`config.mk`:
```
export PLATFORM = sky130hd
export DESIGN_NAME = instr_fetch_unit
export DESIGN_NICKNAME = d
export VERILOG_FILES = /design/src/rtl/fetch_pkg.sv /design/src/rtl/fetch_perf_counter.sv /design/src/rtl/instr_fetch_unit.sv
export SDC_FILE = /design/constraint.sdc
export NUM_CORES = 1
export LEC_CHECK = 0
export ABC_AREA = 1
export CAP_MARGIN = 25
export CORE_UTILIZATION = 42
export CTS_BUF_LIST = sky130_fd_sc_hd__clkbuf_16
export CTS_CLUSTER_DIAMETER = 60
export DETAILED_ROUTE_END_ITERATION = 7
export PLACE_DENSITY = 0.84
export SYNTH_ARGS = -nofsm -noshare
export SYNTH_HDL_FRONTEND = slang
export SYNTH_SLANG_ARGS = --single-unit
```
`constraint.sdc`:
```
create_clock -name clk -period 1.9 [get_ports clk]
set_input_delay 0.475 -clock clk [delete_from_list [all_inputs] [get_ports clk]]
set_output_delay 0.475 -clock clk [all_outputs]
set_load 0.05 [all_outputs]
```
`src/rtl/fetch_pkg.sv`:
```
// -----------------------------------------------------------------------------
// fetch_pkg
// Shared definitions for the instruction fetch stage.
//   fetch_state_e : fetch sequencer states (IDLE, REQ, HOLD, HALTED)
//   FETCH_CNT_W   : width of the optional retired-fetch counter
// -----------------------------------------------------------------------------
package fetch_pkg;

    typedef enum logic [1:0] {
        IDLE   = 2'd0,
        REQ    = 2'd1,
        HOLD   = 2'd2,
        HALTED = 2'd3
    } fetch_state_e;

    localparam int FETCH_CNT_W = 32;

endpackage : fetch_pkg

```
`src/rtl/fetch_perf_counter.sv`:
```
// -----------------------------------------------------------------------------
// fetch_perf_counter
// Saturating event counter. It counts one per cycle with inc high, sticks at
// all-ones and is cleared only by reset.
// Ports:
//   clk    in   rising-edge clock
//   rst_n  in   asynchronous active-low reset
//   inc    in   count this cycle
//   count  out  CNT_W-bit counter value
// -----------------------------------------------------------------------------
module fetch_perf_counter #(
    parameter int CNT_W = 32
) (
    input  logic             clk,
    input  logic             rst_n,
    input  logic             inc,
    output logic [CNT_W-1:0] count
);

    always_ff @(posedge clk or negedge rst_n) begin
        if (!rst_n) begin
            count <= '0;
        end else if (inc && (count != {CNT_W{1'b1}})) begin
            count <= count + CNT_W'(1);
        end
    end

endmodule : fetch_perf_counter

```
`src/rtl/instr_fetch_unit.sv`:
```
// -----------------------------------------------------------------------------
// instr_fetch_unit
// Instruction fetch stage. It owns the program counter (fetch_pc) and the
// instruction register. It runs a request/ready handshake to instruction memory
// with variable latency. Each fetched word goes to the controller over a
// valid/ack handshake. The controller can take a branch or halt when it acks.
//
// Optional feature: define FETCH_PERF_EN to add the fetch_count port and a
// saturating counter of acked instructions.
//
// Ports:
//   clk, rst_n        clock, asynchronous active-low reset
//   start, start_pc   begin fetching at start_pc (honoured in IDLE/HALTED only)
//   mem_req, mem_addr fetch request and address (mem_addr == fetch_pc)
//   mem_ready         mem_rdata holds the requested word this cycle
//   mem_rdata         instruction word from memory
//   ir, ir_valid      instruction register and its valid flag
//   ir_ack            controller consumes ir
//   pc                address of the instruction held in ir
//   redirect(_pc)     branch taken and its target, sampled with ir_ack
//   halt              stop after this instruction, sampled with ir_ack
//   waiting, halted   status: in IDLE / in HALTED
//   fetch_count       acked-instruction count (FETCH_PERF_EN only)
// -----------------------------------------------------------------------------
module instr_fetch_unit
    import fetch_pkg::*;
#(
    parameter int                ADDR_W   = 8,
    parameter int                INSTR_W  = 16,
    parameter logic [ADDR_W-1:0] RESET_PC = '0
) (
    input  logic               clk,
    input  logic               rst_n,
    input  logic               start,
    input  logic [ADDR_W-1:0]  start_pc,
    output logic               mem_req,
    output logic [ADDR_W-1:0]  mem_addr,
    input  logic               mem_ready,
    input  logic [INSTR_W-1:0] mem_rdata,
    output logic [INSTR_W-1:0] ir,
    output logic               ir_valid,
    input  logic               ir_ack,
    output logic [ADDR_W-1:0]  pc,
    input  logic               redirect,
    input  logic [ADDR_W-1:0]  redirect_pc,
    input  logic               halt,
    output logic               waiting,
`ifdef FETCH_PERF_EN
    output logic               halted,
    output logic [FETCH_CNT_W-1:0] fetch_count
`else
    output logic               halted
`endif
);

    localparam logic [1:0] S_IDLE   = IDLE;
    localparam logic [1:0] S_REQ    = REQ;
    localparam logic [1:0] S_HOLD   = HOLD;
    localparam logic [1:0] S_HALTED = HALTED;

    logic [1:0]        state;
    logic [ADDR_W-1:0] fetch_pc;

    // All status outputs come from the state register alone. Reset therefore
    // drops mem_req and ir_valid at once, with no input-to-output path.
    assign mem_req  = (state == S_REQ);
    assign ir_valid = (state == S_HOLD);
    assign waiting  = (state == S_IDLE);
    assign halted   = (state == S_HALTED);
    assign mem_addr = fetch_pc;

    always_ff @(posedge clk or negedge rst_n) begin
        if (!rst_n) begin
            state    <= S_IDLE;
            fetch_pc <= RESET_PC;
            pc       <= RESET_PC;
            ir       <= '0;
        end else begin
            case (state)
                S_IDLE, S_HALTED: begin
                    if (start) begin
                        fetch_pc <= start_pc;
                        state    <= S_REQ;
                    end
                end
                S_REQ: begin
                    if (mem_ready) begin
                        ir       <= mem_rdata;
                        pc       <= fetch_pc;
                        // Natural wrap: all-ones rolls over to zero.
                        fetch_pc <= fetch_pc + ADDR_W'(1);
                        state    <= S_HOLD;
                    end
                end
                S_HOLD: begin
                    if (ir_ack) begin
                        // halt takes priority over a simultaneous branch.
                        if (halt) begin
                            state <= S_HALTED;
                        end else begin
                            if (redirect) begin
                                fetch_pc <= redirect_pc;
                            end
                            state <= S_REQ;
                        end
                    end
                end
                default: state <= S_IDLE;
            endcase
        end
    end

`ifdef FETCH_PERF_EN
    fetch_perf_counter #(
        .CNT_W (FETCH_CNT_W)
    ) u_perf (
        .clk   (clk),
        .rst_n (rst_n),
        .inc   (ir_valid & ir_ack),
        .count (fetch_count)
    );
`endif

endmodule : instr_fetch_unit

```
Yosys cells after proc, flatten, opt, wreduce, memory -nomap -nowiden
Index checks and enable logic that the tools add are counted.
{"block": "op_classes", "addsub": 1, "n_eq_ne": 8, "n_mux": 11, "reduce_logical": 5}
{"op": "$mux W8", "n": 5}
{"op": "$pmux W8 S3", "n": 1}
{"op": "$add A8 B1 Y8 const B", "n": 1}
{"op": "$mux W2", "n": 4}
{"op": "$ne A2 B1 Y1 const B", "n": 3}
{"op": "$pmux W2 S3", "n": 1}
{"op": "$reduce_and A5 Y1", "n": 1}
{"op": "$eq A2 B2 Y1 const B", "n": 2}
{"op": "$ne A2 B2 Y1 const B", "n": 2}
{"op": "$reduce_and A3 Y1", "n": 1}
{"op": "$eq A2 B1 Y1 const B", "n": 1}
{"op": "$logic_not A2 Y1", "n": 1}
{"op": "$reduce_and A2 Y1", "n": 1}
{"op": "$reduce_or A2 Y1", "n": 1}
{"block": "word_totals", "reg_bits": 34, "input_bits": 39, "out_inout_bits": 36, "word_cells": 29}

Depth between registers and ports, before layout
{"block": "depth", "ltp_word": 4, "ltp_mapped": 12, "mapped_depth_nobuf": 10}

Worst setup path before layout
OpenSTA, ideal clock, no wires.
{"block": "synth_timing", "path_kind": "register -> register", "startpoint": "register state[1]", "endpoint": "register ir[5]", "t_arrival_ns": 1.772, "t_required_ns": 1.775, "slack_ns": 0.004, "stages_incl_launch_ff": 7, "n_path_buf": 2, "period_less_slack_ns": 1.896, "path_cell_list": "dfrtp_1 inv_1 ha_1 buf_4 nand2_1 buf_2 mux2_2"}
{"block": "synth_via", "elab_chain_len": 2}
{"element": "start: declaration", "line_no": "instr_fetch_unit.sv:61", "text": "logic [1:0] state;"}
{"element": "start signal: assignment", "line_no": "instr_fetch_unit.sv:74", "text": "state <= S_IDLE;"}
{"element": "start signal: assignment", "line_no": "instr_fetch_unit.sv:83", "text": "state <= S_REQ;"}
{"element": "start signal: assignment", "line_no": "instr_fetch_unit.sv:92", "text": "state <= S_HOLD;"}
{"element": "$eq A2 B1 Y1"}
{"element": "named net mem_req", "line_no": "instr_fetch_unit.sv:36", "text": "output logic mem_req,"}
{"element": "$reduce_and A2 Y1 (no source line)"}
{"element": "end signal: assignment", "line_no": "instr_fetch_unit.sv:88", "text": "ir <= mem_rdata;"}
{"element": "end: declaration", "line_no": "instr_fetch_unit.sv:40", "text": "output logic [INSTR_W-1:0] ir,"}
The timed path passes the listed nets, and every way through them passes these cells.
A chain may end at the register's enable or synchronous reset.

Final worst setup path
{"block": "layout_timing", "startpoint": "register state[1]", "endpoint": "output mem_req"}
{"block": "layout_via", "elab_chain_len": 1}
{"element": "$eq A2 B1 Y1", "line_no": "instr_fetch_unit.sv:66", "text": "assign mem_req = (state == S_REQ);"}
{"element": "end: declaration", "line_no": "instr_fetch_unit.sv:36"}
No other way between the ends.

==> results by group <==
Clocking
  – Clk pin slew, worst setup/hold paths: 0.05 ns
  – Post_cts resized: 0
  – Root Driver: clkbuf_16
  – Clock Sinks: 34
  – Clock tree buffer depth: 2
  – Setup bufs post-CTS: 0
  – CTS tree: built
  – Hold-fix buffers, CTS: 0
  – Worst-Skew Late Latency: 0.27 ns
  – Num CTS Buffers: 5
  – H-tree levels: 2

Routing
  – Total number of vias: 1,491
  – Drt first pass iters: 4
  – DRC violations left: 0
  – Total Wirelength: 3.75 mm
  – Iteration-0 DRC Markers: 87
  – Routed wire per std cell: 12.0 µm
  – Number of vias per cell: 4.78
  – ANT nets after route: 0

STA
  – Final setup violation count: 0
  – Worst-margin pin slew: 0.406 ns
  – Count of pins over their slew limit: 0
  – Max_slew headroom: 72.9%
  – Minimum clock period: 1.82 ns
  – Setup TNS: 0 ns
  – Fmax achieved: 549 MHz
  – Setup ws final: 0.0795 ns
  – Final period util: 95.8%
  – Final Hold Vio Count: 0
  – Setup Skew: 0.00340 ns
  – RSZ-0062 raised after global routing: no

Floorplan
  – Die H: 65.9 µm
  – Top-level I/O count: 75
  – Initial core utilization: 45.2%
  – Die X-Extent: 65.9 µm
  – Core area: 3800 µm²
  – Die area: 4350 µm²
  – Rows: 22

Logic synthesis
  – Yosys warns: 0
  – Synth Register Bits: 34
  – Ys async rst share: 100%
  – Share of the synthesized area in the top cell type: 49.6%
  – Mapped Area: 1720 µm²
  – Post-Synth Adder-Cell Area: 4.37%
  – Leading area contributor after synthesis: dfrtp_1
  – Post-Synth Simple-Gate Area: 18.3%
  – Post-synthesis xor/xnor area fraction: 0%
  – Synth Area in Compound Gates: 9.69%
  – Avg Cell Area, Syn: 9.28 µm²
  – Post-synthesis mux area share: 10.5%
  – Register area share after synthesis: 49.6%
  – Largest family of logic cells by synthesized area: simple AND/OR/NAND/NOR gates
  – Post-synth cell types: 21
  – Largest cells by area after synthesis: dfrtp_1 50%, nand2_1 11%, mux2_2 10%, o21ai_0 5.2%, ha_1 4.4%
  – Cells after synthesis: 185
  – Top cells by count, synth: 49 x nand2_1, 34 x dfrtp_1, 18 x o21ai_0
  – Main synth FF type: dfrtp_1
  – Most numerous cell in the Yosys netlist: nand2_1
  – Number of flops mapped to enable cells by yosys: 0
  – Post-synthesis net count: 230

Worst setup path
  – Crit. End Element: output port
  – CP arrival: 1.35 ns
  – RR Endpoint: mem_addr[5]
  – CP max FO: 6
  – FF-to-FF setup slack: 0.21 ns
  – Worst r2r src: state[0]
  – Worst endpoint required time: 1.42 ns
  – CP startpoint kind: flip-flop
  – Reg2reg path depth: 10
  – Crit path kind: flip-flop to output port

Placed design
  – Dpl hpwl: 2.83 mm
  – Gpl congestion: 0.817
  – DP Worst Slack: 0.165 ns
  – IO buf count: 74

Final layout
  – Antenna cells: 0
  – Share of cells above drive strength 1: 26.5%
  – Area Overhead vs Synth: 51.7%
  – Footprint of the multi-input gates: 736 µm²
  – Fillcell total: 294
  – FF+latch area: 851 µm²
  – Nets@finish: 309

GRT
  – Largest net degree at the start of global routing: 35
  – Initial antenna violation count: 0
  – Remaining Overflow, GRT: 0
  – Vias in the first global route: 1,408
  – First-pass GRT wire length: 6.10 mm
  – Gr usage total: 18.7%

Min path
  – Hold Startpoint: pc[7]
  – Hold Path Sink: pc[7]
  – HP Class: flip-flop to flip-flop
  – Hold path cells: 2

Status
  – Status: complete, no violations

Job
  – Maxcap violations: 0
==> worst max-delay path: stages (launching register included) <==
cell and delay [ns]:
dfrtp_1 0.42, inv_1 0.12, ha_1 0.35, buf_12 0.18
==> worst max-delay path by stage <==
stage	depth (start not counted)	slack, ns	from	endpoint
2_1_floorplan	6	0.004	state[1]	ir[5]
3_3_place_gp	9	0.21	mem_ready	mem_addr[6]
3_5_place_dp	9	0.16	mem_ready	mem_addr[5]
4_1_cts	3	0.08	state[1]	mem_req
5_1_grt	3	0.02	state[1]	mem_req
6_report	3	0.08	state[1]	mem_req
==> cell families after synthesis <==
| group | Yosys count |
|---|---|
| AOI/OAI and AO/OA | 31 |
| buffers and inverters | 25 |
| and+or+nand+nor | 73 |
| DFF | 34 |
| adders and majority gates | 6 |
| muxes | 16 |
==> per-stage QoR <==
step           cells  hold slack [ns]  util (%)  cell area [µm²]
2_1_floorplan    185            0.179         -             1720
4_1_cts          312            0.487      68.6             2610
3_3_place_gp     305            0.467      65.0             2470
5_1_grt          312            0.516      68.6             2610
3_5_place_dp     305            0.474      65.0             2470
6_report         312            0.481      68.6             2610
==> cell usage in the layout (no fill, tap or decap) <==
| cell type | synthesis | routed |
|---|---|---|
| clkbuf_16 | 0 | 5 |
| nand3_1 | 9 | 9 |
| nor2_4 | 1 | 1 |
| nand2_4 | 1 | 1 |
| inv_6 | 1 | 1 |
| clkdlybuf4s50_1 | 0 | 38 |
| nand2_1 | 49 | 49 |
| o21ai_1 | 1 | 1 |
| clkinv_2 | 0 | 2 |
| a21oi_1 | 8 | 8 |
| inv_1 | 16 | 16 |
| o21ai_0 | 18 | 18 |
| mux2_2 | 16 | 16 |
| ha_1 | 6 | 6 |
| buf_12 | 0 | 5 |
| nor2_1 | 12 | 12 |
| nand3_4 | 1 | 1 |
| o211ai_1 | 3 | 3 |
| buf_4 | 2 | 36 |
| dfrtp_1 | 34 | 34 |
| inv_2 | 1 | 1 |
| o21ai_2 | 1 | 1 |
==> state kept, by name, summed over array words and instances, names as in the netlist <==
signal,cells
ir,16
mem_addr,8
pc,8
state,2
==> layout make-up <==
cell class | instances | share of cell area [%]
tap | 48 | 2.31
multi-input combinational | 126 | 28.2
clock inverter | 2 | 0.384
clock buffer | 5 | 4.80
timing repair buffer | 79 | 28.8
inverter | 18 | 2.79
sequential | 34 | 32.7
==> layer usage <==
metal | share of wire (%) | wire, µm | global-route usage [%] | up-vias
met4 | 1.3 | 48 | 7.98 | 0
met1 | 45 | 1670 | 23.3 | 652
met2 | 44 | 1650 | 29.1 | 71
met3 | 10 | 380 | 6.90 | 6
li1 | - | - | - | 762
met5 | 0 | 0 | 0 | -
Power is not shown: default switching activity piles up to over one toggle a cycle in this logic, so the estimate is an artifact.
